[config.mk]
export PLATFORM = sky130hd
export DESIGN_NAME = pri_arbiter
export DESIGN_NICKNAME = d
export VERILOG_FILES = /design/src/rtl/pri_arbiter.sv
export SDC_FILE = /design/constraint.sdc
export NUM_CORES = 1
export LEC_CHECK = 0
export ABC_AREA = 1
export CAP_MARGIN = 20
export CORE_MARGIN = 5
export CORE_UTILIZATION = 50
export DETAILED_ROUTE_END_ITERATION = 6
export GPL_TIMING_DRIVEN = 0
export PLACE_DENSITY_LB_ADDON = 0.12
export RECOVER_POWER = 50
export SETUP_SLACK_MARGIN = 0.5
export SLEW_MARGIN = 20
export SYNTH_ARGS = -nofsm -noshare
export SYNTH_HDL_FRONTEND = slang
export SYNTH_SLANG_ARGS = --single-unit
[constraint.sdc]
create_clock -name clk -period 3.6 [get_ports clk]
set_input_delay 0.54 -clock clk [delete_from_list [all_inputs] [get_ports clk]]
set_output_delay 0.54 -clock clk [all_outputs]
set_load 0.03 [all_outputs]
[src/rtl/pri_arbiter.sv]
// Registered N-way priority arbiter with fixed or round-robin ordering and an
// optional hold timeout that hands the resource to another pending requester.
module pri_arbiter #(
    parameter int N        = 8,
    parameter int RR_MODE  = 0,
    parameter int MAX_HOLD = 0
) (
    input  logic                 clk,
    input  logic                 rst,
    input  logic [N-1:0]         req,
    output logic [N-1:0]         gnt,
    output logic [$clog2(N)-1:0] gnt_id,
    output logic                 gnt_vld,
    output logic                 idle
);

    localparam int IW = $clog2(N);
    localparam logic [7:0] HOLD_LAST = 8'((MAX_HOLD == 0) ? 0 : MAX_HOLD - 1);

    typedef enum logic {
        S_IDLE,
        S_GRANT
    } state_t;

    state_t          state_reg;
    logic [IW-1:0]   last_reg;
    logic [7:0]      hold_cnt_reg;

    logic [N-1:0]    cand;
    logic [2*N-1:0]  dbl;
    logic [2*N-1:0]  dbl_mask;
    logic [IW-1:0]   start;
    logic [IW-1:0]   win_idx;
    logic            win_any;
    logic [N-1:0]    win_onehot;
    logic            owner_req;
    logic            timeout;

    // The current owner is never a candidate; in IDLE gnt is zero so all requests count.
    assign cand  = req & ~gnt;
    assign start = (RR_MODE != 0) ? last_reg : '0;
    assign dbl   = {cand, cand};

    // Keep only positions below N+start in the doubled vector: the highest surviving
    // bit is then the first requester in the order start-1, ..., 0, N-1, ..., start.
    generate
        for (genvar gi = 0; gi < 2*N; gi++) begin : g_mask
            assign dbl_mask[gi] = (gi < N + int'(start));
        end
    endgenerate

    always_comb begin
        win_any = 1'b0;
        win_idx = '0;
        for (int p = 0; p < 2*N; p++) begin
            if (dbl[p] && dbl_mask[p]) begin
                win_any = 1'b1;
                win_idx = (p >= N) ? IW'(p - N) : IW'(p);
            end
        end
    end

    assign win_onehot = N'(1) << win_idx;
    assign owner_req  = |(req & gnt);
    assign timeout    = (MAX_HOLD != 0) && (hold_cnt_reg == HOLD_LAST);

    always_ff @(posedge clk or posedge rst) begin
        if (rst) begin
            state_reg    <= S_IDLE;
            gnt          <= '0;
            gnt_id       <= '0;
            gnt_vld      <= 1'b0;
            idle         <= 1'b1;
            last_reg     <= '0;
            hold_cnt_reg <= '0;
        end else begin
            case (state_reg)
                S_IDLE: begin
                    if (win_any) begin
                        state_reg    <= S_GRANT;
                        gnt          <= win_onehot;
                        gnt_id       <= win_idx;
                        gnt_vld      <= 1'b1;
                        idle         <= 1'b0;
                        last_reg     <= win_idx;
                        hold_cnt_reg <= '0;
                    end
                end
                S_GRANT: begin
                    if (!owner_req || timeout) begin
                        if (win_any) begin
                            gnt          <= win_onehot;
                            gnt_id       <= win_idx;
                            last_reg     <= win_idx;
                            hold_cnt_reg <= '0;
                        end else if (!owner_req) begin
                            state_reg    <= S_IDLE;
                            gnt          <= '0;
                            gnt_id       <= '0;
                            gnt_vld      <= 1'b0;
                            idle         <= 1'b1;
                            hold_cnt_reg <= '0;
                        end
                        // Timed out with nobody waiting: keep the grant, counter stays saturated.
                    end else if (MAX_HOLD != 0 && hold_cnt_reg != HOLD_LAST) begin
                        hold_cnt_reg <= hold_cnt_reg + 8'd1;
                    end
                end
                default: state_reg <= S_IDLE;
            endcase
        end
    end

endmodule

==> results.json <==
{
  "slowest_delay_ns": 0.67,
  "period_needed_ns": 2.021,
  "tns_ns": 0,
  "cts_setup_buffers": 0,
  "fmax_ghz": 0.4949,
  "io_pins": 23,
  "die-area_um2": 2567,
  "synth.distinct_cells": 18,
  "ys_warn_count": 0,
  "cp.required_ns": 3.06,
  "critical_path.cell_chain": "clkdlybuf4s50_1",
  "finalHoldViolations": 0,
  "avgViaCountPerCell": 4.903,
  "syn_area_um2": 827.0,
  "fin_ws_ns": 1.579,
  "h-tree-depth": 1,
  "globalplace.congestion": 0.7954,
  "peakVddDrop_uv": 475.7,
  "antenna_left": 0,
  "place_area_um2": 1067,
  "grt-ovfl-total": 0,
  "hpwl_um": 1359,
  "startpoint": "idle",
  "holdCritPathClass": "register to register",
  "p_leak_nw": 0.5700,
  "root_buffer": "clkbuf_4",
  "critPathCaptureType": "primary output",
  "power.internal_w": 0.0004542,
  "whs_ns": 0.4754,
  "cp_max_fo": 2,
  "cap_violations": 0,
  "drt_iter0_markers": 8,
  "tightest_slew_ns": 0.5405,
  "outcome": "finished clean",
  "rsz0062_at_grt": "no",
  "setup_viol": 0,
  "antenna_found_initial": 0,
  "clk_path_buf_depth": 2,
  "critPathArrivalTime_ns": 1.48,
  "cp_num_buf_inv": 1,
  "grt_start_max_net_pins": 15,
  "cts_tree": "yes",
  "startpoint_type": "register",
  "post_cts_resized": 0,
  "largest_reg_flops": 8,
  "grt.total_usage_pct": 15.45,
  "grt_pass1_vias": 729,
  "ctsHoldBuffers": 0,
  "cts_made_buffers": 3,
  "grt_first_pass_wirelength_um": 3056,
  "critPathKind": "register to primary output",
  "dieHeight_um": 50.67,
  "fin_skew_ns": 0.003940,
  "wire_per_inst_um": 11.32,
  "clkSinkCount": 14,
  "start_util_pct": 53.65,
  "synthesis.nets": 122,
  "final_nets": 149,
  "portBuffers": 22,
  "num_rows": 14,
  "drtPass1Iterations": 4,
  "crit_slowest_cell": "clkdlybuf4s50_1",
  "power.share.clock_pct": 13.3,
  "clk_pin_slew_ns": 0.09,
  "synth_top_area_share_pct": 39.33,
  "cp_top_family": "buffers and inverters",
  "relSlewSlack_pct": 63.93,
  "layout_common_cells": "48 x nand2_1, 20 x clkdlybuf4s50_1, 13 x dfrtp_1",
  "fin_crit_sh_pct": 56.13,
  "wl_um": 1743,
  "top_register": "gnt",
  "swShare_pct": 47.84,
  "worstHoldStart": "idle",
  "vias": 755,
  "p_switching_w": 0.0004166,
  "synth_seq_area_share_pct": 42.51,
  "slew_violations": 0,
  "syn_inst": 112,
  "powerDensity_nw_per_um2": 799.0,
  "seqPwrFrac_pct": 28.8,
  "yosys.area.top_type": "dfrtp_1",
  "die_x_um": 50.67,
  "combPwrFrac_pct": 57.9,
  "r2r_start": "gnt[1]",
  "largest_registers": "gnt x8, gnt_id x3",
  "drive_gt1_share_pct": 16.67,
  "final_area_um2": 1090,
  "drc": 0,
  "final_common_cell": "nand2_1",
  "yosys-top-cells-area": "dfrtp_1 39%, nand2_1 21%, inv_1 5.4%",
  "antenna_cells": 0,
  "area_growth_pct": 31.77,
  "core_um2": 1541,
  "avgSynthCellArea_um2": 7.384,
  "clk_latency_ns": 0.28,
  "dp_worst_setup_slack_ns": 1.650,
  "ys_seq_elements": 14
}
==> final cells by class <==
cell class,instances,area [µm²]
clock buffers,4,36.28
fillers,144,451.7
inverters,18,72.57
multi-input cells,80,389.1
flip-flops and latches,14,351.6
well taps,16,20.02
repair buffers,22,220.2
==> layer usage <==
layer	wire length, µm	part of all wire (%)	vias to the layer above	GRT usage, %
li1	-	-	391	-
met1	823	47	340	20.55
met2	803	46	19	22.52
met3	88	5.0	5	4.142
met4	26	1.5	0	8.511
met5	0	0	-	0
==> Yosys cell counts (all sizes together) <==
cell / instances
a21oi: 3
o21ai: 7
nand3: 3
nand2: 57
clkinv: 1
dfrtp: 13
inv: 17
or2: 1
dfstp: 1
nor2: 7
nand4: 2
==> power groups by stage <==
stage | logic (W) | clock network, W | registers (W)
4_1_cts | 0.000522 | 0.000117 | 0.000253
5_1_grt | 0.000552 | 0.000127 | 0.000262
2_1_floorplan | 0.000242 | 0 | 0.000360
3_5_place_dp | 0.000513 | 0 | 0.000257
6_report | 0.000504 | 0.000116 | 0.000251
3_3_place_gp | 0.000509 | 0 | 0.000254
==> per-stage QoR <==
stage	total power, W	std cells	util [%]
detailed placement	0.0007703	150	69.24
global route	0.0009408	154	70.70
floorplan	0.0006020	112	-
finish	0.0008708	154	70.70
global placement	0.0007628	150	69.24
CTS	0.0008912	154	71.59
==> cell families (layout without fill, tap and decap cells) <==
| logic type | Yosys count | in the layout | share of synthesized area, % |
|---|---|---|---|
| compound gates | 10 | 10 | 6.960 |
| buf+inv | 18 | 44 | 8.775 |
| flops | 14 | 14 | 42.51 |
| simple gates | 70 | 70 | 41.75 |
==> worst paths after layout <==
kind	endpoint	slack, ns	cells past startpoint
setup / recovery	idle	1.58	1
min in group asynchronous	gnt[6]	0.73	2
max in group asynchronous	idle	2.50	2
setup reg to reg	gnt_id[2]	2.10	8
hold reg to reg	idle	0.48	2
hold / removal	idle	0.48	2
(Power assumes the default switching activity.)
